`src/rtl/truth_table_pkg.sv`:
```
// truth_table_pkg: shared constants for the truth-table sweeper.
// Holds the FSM state encoding and the table geometry.
package truth_table_pkg;

  localparam int N_IN     = 3;
  localparam int TT_WIDTH = 1 << N_IN;

  typedef logic [1:0] state_t;

  localparam state_t ST_IDLE  = 2'd0;
  localparam state_t ST_DRIVE = 2'd1;
  localparam state_t ST_DONE  = 2'd2;

endpackage

```
`src/rtl/hold_counter.sv`:
```
// hold_counter: counts clocks a vector is held; flags the last one.
// Ports: clk, rst (sync, high), clear, en, terminal (count==HOLD-1).
module hold_counter #(
  parameter int HOLD_CYCLES = 20
) (
  input  logic clk,
  input  logic rst,
  input  logic clear,
  input  logic en,
  output logic terminal
);

  localparam int CW = $clog2(HOLD_CYCLES + 1);

  logic [CW-1:0] r_cnt;

  assign terminal = (r_cnt == CW'(HOLD_CYCLES - 1));

  always_ff @(posedge clk) begin
    if (rst || clear) begin
      r_cnt <= '0;
    end else if (en) begin
      // wraps on terminal, so it never exceeds HOLD_CYCLES-1
      r_cnt <= terminal ? '0 : r_cnt + CW'(1);
    end
  end

endmodule

```
`src/rtl/truth_table_sweeper.sv`:
```
// truth_table_sweeper: drives {a,b,c}=0..7, samples y_in on the
// last hold cycle of each vector and presents the 8-bit table.
// Ports: clk, rst (sync, high), start, y_in -> a, b, c, vec_idx,
//        busy, done, truth_table (bit i = y for {a,b,c}=i).
module truth_table_sweeper
  import truth_table_pkg::*;
#(
  parameter int HOLD_CYCLES = 20
) (
  input  logic                clk,
  input  logic                rst,
  input  logic                start,
  input  logic                y_in,
  output logic                a,
  output logic                b,
  output logic                c,
  output logic [N_IN-1:0]     vec_idx,
  output logic                busy,
  output logic                done,
  output logic [TT_WIDTH-1:0] truth_table
);

  state_t              r_state;
  state_t              w_next;
  logic [N_IN-1:0]     r_vec;
  logic [TT_WIDTH-1:0] r_tt;
  logic                w_term;
  logic                w_drive;
  logic                w_go;
  logic                w_last;

  assign w_drive = (r_state == ST_DRIVE);
  // start is only honoured outside a sweep
  assign w_go    = start && !w_drive;
  assign w_last  = (r_vec == N_IN'(TT_WIDTH - 1));

  hold_counter #(
    .HOLD_CYCLES(HOLD_CYCLES)
  ) u_hold (
    .clk      (clk),
    .rst      (rst),
    .clear    (!w_drive),
    .en       (w_drive),
    .terminal (w_term)
  );

  always_ff @(posedge clk) begin
    if (rst) begin
      r_state <= ST_IDLE;
    end else begin
      r_state <= w_next;
    end
  end

  always_comb begin
    w_next = r_state;
    case (r_state)
      ST_IDLE:  if (start) w_next = ST_DRIVE;
      ST_DRIVE: if (w_term && w_last) w_next = ST_DONE;
      ST_DONE:  if (start) w_next = ST_DRIVE;
      default:  w_next = ST_IDLE;
    endcase
  end

  always_ff @(posedge clk) begin
    if (rst) begin
      r_vec <= '0;
      r_tt  <= '0;
    end else if (w_go) begin
      r_vec <= '0;
      r_tt  <= '0;
    end else if (w_drive && w_term) begin
      r_tt[r_vec] <= y_in;
      // last vector returns to 0 explicitly, not via wrap
      r_vec <= w_last ? '0 : r_vec + N_IN'(1);
    end
  end

  always_comb begin
    busy        = w_drive;
    done        = (r_state == ST_DONE);
    vec_idx     = r_vec;
    a           = r_vec[2];
    b           = r_vec[1];
    c           = r_vec[0];
    truth_table = r_tt;
  end

endmodule

```
`config.mk`:
```
export PLATFORM = sky130hd
export DESIGN_NAME = truth_table_sweeper
export DESIGN_NICKNAME = d
export VERILOG_FILES = /design/src/rtl/truth_table_pkg.sv /design/src/rtl/hold_counter.sv /design/src/rtl/truth_table_sweeper.sv
export SDC_FILE = /design/constraint.sdc
export NUM_CORES = 1
export LEC_CHECK = 0
export CAP_MARGIN = 20
export CORE_UTILIZATION = 45
export DETAILED_ROUTE_END_ITERATION = 10
export PLACE_DENSITY = 0.72
export SKIP_CTS_REPAIR_TIMING = 1
export SYNTH_ARGS = -nofsm -noshare
export SYNTH_HDL_FRONTEND = slang
export SYNTH_HIERARCHICAL = 1
export SYNTH_SLANG_ARGS = --single-unit
```
`constraint.sdc`:
```
create_clock -name clk -period 4.3 [get_ports clk]
set_clock_uncertainty 0.05 [all_clocks]
set_input_delay 1.075 -clock clk [delete_from_list [all_inputs] [get_ports clk]]
set_output_delay 1.075 -clock clk [all_outputs]
set_load 0.005 [all_outputs]
```
==> key figures, run 1 <==
Yosys
  • Post-Syn Nets: 111
  • Cells after synthesis: 104
  • Synth warnings: 6
  • FF+latch count, synth: 18
  • Unique masters post-synth: 37
  • Syn avg cell area: 8.91 sq um
  • Mapped Area: 927 sq um
  • Sequential area share after synthesis: 38.9%

Floorplanning
  • Die area: 2250 sq um
  • Ports: 20
  • Num rows: 16
  • Die Wd: 47.4 microns
  • Initial core utilization: 47.7%
  • Die height: 47.4 microns
  • CORE AREA: 1940 sq um

Global route
  • Global-route wire length before repair: 2.84 mm
  • Vias in the first global route: 678
  • Initial antenna violation count: 0
  • GR Util All Layers: 18.4%
  • Total congestion overflow: 0
  • Pin count of the biggest net entering global routing: 16

Final layout
  • Commonest cells after routing, fill and taps aside: clkdlybuf4s50_1 (19), dfxtp_1 (18), nand2_1 (10), a21oi_1 (10)
  • Layout cells sized above 1: 6.67%
  • Register area: 360 sq um
  • Layout Nets: 129
  • Layout overhead on the synthesized area: 22.0%
  • Final instance area: 1130 sq um
  • Multi-input gate area: 502 sq um
  • Fillers: 180
  • Commonest non-fill, non-tap cell in the layout: clkdlybuf4s50_1
  • ANT cells: 0

Setup path
  • Startpoint types: flip-flop
  • R2R setup slack: 2300 ps
  • Arrival time worst endpoint: 1640 ps
  • Worst setup path startpoint: r_state[1]
  • FF-to-FF End: truth_table[7]
  • Crit path capture: busy
  • Worst Path Required: 3170 ps
  • Reg-to-reg startpoint: u_hold/r_cnt[0]
  • Setup CP Type: reg -> out
  • CP Max Fanout: 9
  • Critical path endpoint category: output port
  • R2R depth: 5

Drt
  • Initial detailed-routing violation count: 16
  • Initial DRT Pass Iterations: 4
  • DR vias/cell: 5.39
  • DR DRC count: 0
  • Final WL: 1.87 mm
  • Via Count: 793
  • Routed wire per std cell: 12.7 microns
  • Final ANT Viol Nets: 0

Power
  • Sw Share: 22.5%
  • NetSw: 0.0601 mW
  • Static Leak: 0.420 nW
  • PD cells: 236 nW/um^2
  • Max VDD drop: 0.000153 V
  • Clock power share: 31.1%
  • Design Power: 0.267 mW
  • Part of the power in registers: 63.2%
  • Power Internal: 0.207 mW
  • Combinational share of power: 5.7%

Place
  • Dpl cell area: 1110 sq um
  • Gpl congestion: 0.706
  • Hpwl dp: 1.34 mm
  • Port bufs: 19

Clock tree
  • CTS tree: done
  • Worst-Skew Late Latency: 290 ps
  • Num CTS Buffers: 3
  • Clock Path Buffers: 2
  • Clock Sinks: 18
  • Worst-path clk slew: 100 ps
  • H-Tree Depth: 1
  • Root cell of the clock tree: clkbuf_4

Min path
  • Hold Path Cell Cnt: 2
  • Worst Hold Class: reg -> reg

STA
  • Slew HR: 68.4%
  • Tmin final: 2760 ps
  • RSZ-0062 raised after global routing: false
  • Final setup viols: 0
  • Final Max Tran Viols: 0
  • Total negative slack: 0 ps
  • Final hold vios: 0
  • Tcrit/Tclk final: 64.2%
  • Worst slew pin tran: 474 ps
  • Achievable clock frequency: 362 MHz

Status
  • Status: complete, no violations

Flow run
  • Max_cap viols: 0
-- worst min path at each step --
stage	from	end	slack, ps
2_1_floorplan	truth_table[0]	truth_table[0]	410
3_5_place_dp	truth_table[6]	truth_table[6]	410
6_report	truth_table[6]	truth_table[6]	440
5_1_grt	truth_table[0]	truth_table[0]	480
4_1_cts	truth_table[6]	truth_table[6]	440
3_3_place_gp	truth_table[6]	truth_table[6]	420
-- Yosys cell counts, drive strengths merged --
cell type | number | area share (%)
or3 | 2 | 1.3
a21boi | 3 | 2.4
xor2 | 1 | 0.94
inv | 6 | 2.4
o21a | 1 | 0.81
and3 | 2 | 1.3
nand3 | 2 | 1.1
nand2 | 10 | 4.0
buf | 5 | 4.2
o21ai | 2 | 1.1
dfxtp | 18 | 39
nor4bb | 1 | 2.7
o41ai | 1 | 0.94
nor3b | 1 | 0.81
ha | 3 | 4.0
and3b | 1 | 0.94
mux2 | 1 | 1.2
o31ai | 1 | 0.81
a21o | 1 | 0.81
mux2i | 3 | 3.2
o22ai | 1 | 0.68
nand4 | 6 | 4.0
nor3 | 2 | 1.1
nand2b | 1 | 0.68
o21ba | 2 | 2.2
a21oi | 10 | 5.4
a31o | 3 | 2.8
nor2 | 4 | 1.6
a22oi | 1 | 0.81
and4bb | 1 | 1.3
clkbuf | 1 | 0.40
nand3b | 1 | 0.81
nor2b | 6 | 4.0
-- sequential cells by signal, summed over array words and instances (netlist names) --
signal	cells
truth_table	8
u_hold/r_cnt	5
r_state	2
vec_idx	3
-- power by group through the flow --
stage / clock, mW / sequential [mW] / combinational [mW]
floorplan: 0 / 0.173 / 0.00828
global placement: 0 / 0.173 / 0.0153
detailed placement: 0 / 0.173 / 0.0153
CTS: 0.0861 / 0.169 / 0.0154
global route: 0.0921 / 0.169 / 0.0172
finish: 0.0831 / 0.169 / 0.0153
-- worst max-delay path, cell delays in order, from the launching register on --
cell,delay (ps)
dfxtp_1,360
nand2b_1,210
inv_1,230
clkdlybuf4s50_1,550
-- routing by layer --
metal / wire [microns] / vias up / track usage (%) / part of all wire [%]
met3: 113 / 3 / 5.00 / 6.0
met4: 20 / 0 / 6.86 / 1.1
met1: 848 / 361 / 21.7 / 45
met5: 0 / - / 0 / 0
met2: 891 / 23 / 31.5 / 48
li1: - / 406 / - / -
-- area by class of cell --
class | count | share of cell area, %
inverter | 6 | 1.99
sequential | 18 | 31.9
timing repair buffer | 19 | 16.8
multi-input combinational | 74 | 44.4
clock buffer | 3 | 1.99
tap | 27 | 2.99
-- cells by family after synthesis --
| family | after synthesis | synth area share, % |
|---|---|---|
| AO/OA/AOI/OAI | 26 | 18.8 |
| XOR/XNOR | 1 | 0.945 |
| flip-flops | 18 | 38.9 |
| AND/OR/NAND/NOR | 40 | 25.9 |
| multiplexers | 4 | 4.45 |
| buffers and inverters | 12 | 7.02 |
| adder cells (fa/ha/maj) | 3 | 4.05 |
-- through the flow --
step | utilization [%] | instances | hold slack [ps] | setup WS [ps]
6_report | 58.2 | 147 | 437 | 1540
5_1_grt | 58.2 | 147 | 477 | 1400
4_1_cts | 58.2 | 147 | 437 | 1540
3_5_place_dp | 57.1 | 144 | 414 | 1870
3_3_place_gp | 57.1 | 144 | 416 | 1910
2_1_floorplan | - | 104 | 409 | 2490
Power figures use the tool's default switching activity.
==> run 2, diff against run 1 <==
==> constraint.sdc (replaced) <==
create_clock -name clk -period 2.7 [get_ports clk]
set_clock_uncertainty 0.05 [all_clocks]
set_input_delay 0.675 -clock clk [delete_from_list [all_inputs] [get_ports clk]]
set_output_delay 0.675 -clock clk [all_outputs]
set_load 0.005 [all_outputs]
==> results of run 2 <==
Same layout as run 1 (identical final DEF). Status: complete, no violations.
Among the figures that moved: setup slack after placement 1870 ps -> 675 ps; setup slack after layout 1540 ps -> 339 ps; register-to-register setup slack 2300 ps -> 700 ps; total power 0.267 mW -> 0.426 mW; worst IR drop on VDD 0.000153 V -> 0.000244 V
==> run 3, diff against run 2 <==
--- a/config.mk
+++ b/config.mk
@@ -10,6 +10,7 @@
 export DETAILED_ROUTE_END_ITERATION = 10
 export PLACE_DENSITY = 0.72
 export SKIP_CTS_REPAIR_TIMING = 1
+export SLEW_MARGIN = 0
 export SYNTH_ARGS = -nofsm -noshare
 export SYNTH_HDL_FRONTEND = slang
 export SYNTH_HIERARCHICAL = 1
==> constraint.sdc (replaced) <==
create_clock -name clk -period 2.6 [get_ports clk]
set_clock_uncertainty 0.05 [all_clocks]
set_input_delay 0.65 -clock clk [delete_from_list [all_inputs] [get_ports clk]]
set_output_delay 0.65 -clock clk [all_outputs]
set_load 0.005 [all_outputs]
==> run 3 against run 2 <==
Flip-flop and latch count unchanged; sequential share of layout area unchanged; setup slack got worse by 78 ps; register-to-register slack got worse by 70 ps; routed wire length decreased by 1.8%; final cell count unchanged; via count decreased by 0.13%; critical endpoint unchanged.
==> key figures, run 3 (synthesized netlist as in run 1, its figures left out) <==
Status
  • Status: complete, no violations (unchanged)

Clock tree
  • Root cell of the clock tree: clkbuf_4 (unchanged)
  • Worst-Skew Late Latency: 290 ps (about the same)
  • H-Tree Depth: 1 (unchanged)
  • Clock Path Buffers: 2 (unchanged)
  • Clock Sinks: 18 (unchanged)
  • CTS tree: done (unchanged)
  • Worst-path clk slew: 100 ps (about the same)
  • Num CTS Buffers: 3 (unchanged)

Floorplanning
  • Die height: 47.4 microns (unchanged)
  • Num rows: 16 (unchanged)
  • CORE AREA: 1940 sq um (unchanged)
  • Die area: 2250 sq um (unchanged)
  • Initial core utilization: 47.7% (unchanged)
  • Die Wd: 47.4 microns (unchanged)
  • Ports: 20 (unchanged)

Setup path
  • R2R depth: 5 (unchanged)
  • FF-to-FF End: truth_table[7] (unchanged)
  • Arrival time worst endpoint: 1640 ps (about the same)
  • Worst Path Required: 1900 ps (was 1980 ps)
  • Crit path capture: busy (unchanged)
  • R2R setup slack: 630 ps (was 700 ps)
  • Setup CP Type: reg -> out (unchanged)
  • Reg-to-reg startpoint: u_hold/r_cnt[0] (unchanged)
  • Startpoint types: flip-flop (unchanged)
  • CP Max Fanout: 9 (unchanged)
  • Critical path endpoint category: output port (unchanged)
  • Worst setup path startpoint: r_state[0] (was r_state[1])

STA
  • Slew HR: 67.4% (was 68.4%)
  • Final hold vios: 0 (unchanged)
  • Final setup viols: 0 (unchanged)
  • Tcrit/Tclk final: 90.0%
  • RSZ-0062 raised after global routing: false (unchanged)
  • Tmin final: 2340 ps
  • Final Max Tran Viols: 0 (unchanged)
  • Achievable clock frequency: 427 MHz
  • Total negative slack: 0 ps (unchanged)
  • Worst slew pin tran: 489 ps (was 474 ps)

Power
  • Max VDD drop: 0.000259 V (was 0.000244 V)
  • PD cells: 389 nW/um^2 (was 376 nW/um^2)
  • Static Leak: 0.420 nW (unchanged)

Global route
  • Pin count of the biggest net entering global routing: 16 (unchanged)
  • Total congestion overflow: 0 (unchanged)
  • Vias in the first global route: 677 (was 678)
  • GR Util All Layers: 17.8% (was 18.4%)
  • Initial antenna violation count: 0 (unchanged)
  • Global-route wire length before repair: 2.83 mm (was 2.84 mm)

Drt
  • Routed wire per std cell: 12.5 microns (was 12.7 microns)
  • Initial DRT Pass Iterations: 4 (unchanged)
  • Initial detailed-routing violation count: 7 (was 16)
  • DR DRC count: 0 (unchanged)
  • Via Count: 792 (was 793)
  • DR vias/cell: 5.39 (about the same)
  • Final WL: 1.84 mm (was 1.87 mm)
  • Final ANT Viol Nets: 0 (unchanged)

Min path
  • Worst Hold Class: reg -> reg (unchanged)

Final layout
  • Layout overhead on the synthesized area: 22.0% (unchanged)
  • Fillers: 197 (was 180)
  • Layout Nets: 129 (unchanged)
  • Final std cells w/o fill: 147 (unchanged)
  • Commonest non-fill, non-tap cell in the layout: clkdlybuf4s50_1 (unchanged)
  • Largest register FFs: 8 (unchanged)
  • ANT cells: 0 (unchanged)
  • Commonest cells after routing, fill and taps aside: clkdlybuf4s50_1 (19), dfxtp_1 (18), nand2_1 (10), a21oi_1 (10) (unchanged)
  • Layout cells sized above 1: 6.67% (unchanged)

Place
  • Hpwl dp: 1.29 mm (was 1.34 mm)
  • Gpl congestion: 0.705 (was 0.706)
  • Port bufs: 19 (unchanged)
  • Placed cell count: 144 (unchanged)

Flow run
  • Max_cap viols: 0 (unchanged)
[run 3: cell counts in the layout (fill, tap and decap cells not counted)]
No cell type changed its count.
[run 3: critical path, stage by stage, from the launching register on]
cell	delay [ps]
dfxtp_1	430
nand2b_1	160
inv_1	220
clkdlybuf4s50_1	540
[run 3: power breakdown]
part / switching [mW] / internal, mW / leakage, nW
Sequential: 0.00224 / 0.277 / 0.145
Combinational: 0.0139 / 0.0115 / 0.261
Clock: 0.0810 / 0.0538 / 0.0138
Total: 0.0971 / 0.343 / 0.420
[run 3: layout make-up]
type / instances / area, sq um / area share (%)
clock buffer: 3 / 22.5 / 1.99
inverter: 6 / 22.5 / 1.99
multi-input combinational: 74 / 502 / 44.4
sequential: 18 / 360 / 31.9
tap: 27 / 33.8 / 2.99
timing repair buffer: 19 / 190 / 16.8
[run 3: layer usage]
metal | part of all wire (%) | global-route usage (%) | vias up | wire length, microns
li1 | - | - | 406 | -
met1 | 48 | 22.0 | 369 | 880
met2 | 48 | 30.4 | 15 | 891
met3 | 3.2 | 3.46 | 2 | 59
met4 | 0.49 | 6.86 | 0 | 9
met5 | 0 | 0 | - | 0
[run 3: through the flow]
stage          utilization (%)  setup WS [ps]  total power [mW]  instance area (sq um)  hold WS [ps]
3_5_place_dp              57.1            582             0.311                   1110           414
6_report                  58.2            260             0.440                   1130           434
4_1_cts                   58.2            250             0.448                   1130           437
5_1_grt                   58.2            127             0.463                   1130           469
2_1_floorplan                -            974             0.299                    927           409
3_3_place_gp              57.1            632             0.311                   1110           416
[run 3: how the worst min path moves through the flow]
| stage | from | end | slack [ps] | cells after the start |
|---|---|---|---|---|
| finish | truth_table[6] | truth_table[6] | 430 | 2 |
| global route | truth_table[0] | truth_table[0] | 470 | 2 |
| CTS | truth_table[6] | truth_table[6] | 440 | 2 |
| detailed placement | truth_table[6] | truth_table[6] | 410 | 2 |
| global placement | truth_table[6] | truth_table[6] | 420 | 2 |
| floorplan | truth_table[0] | truth_table[0] | 410 | 2 |
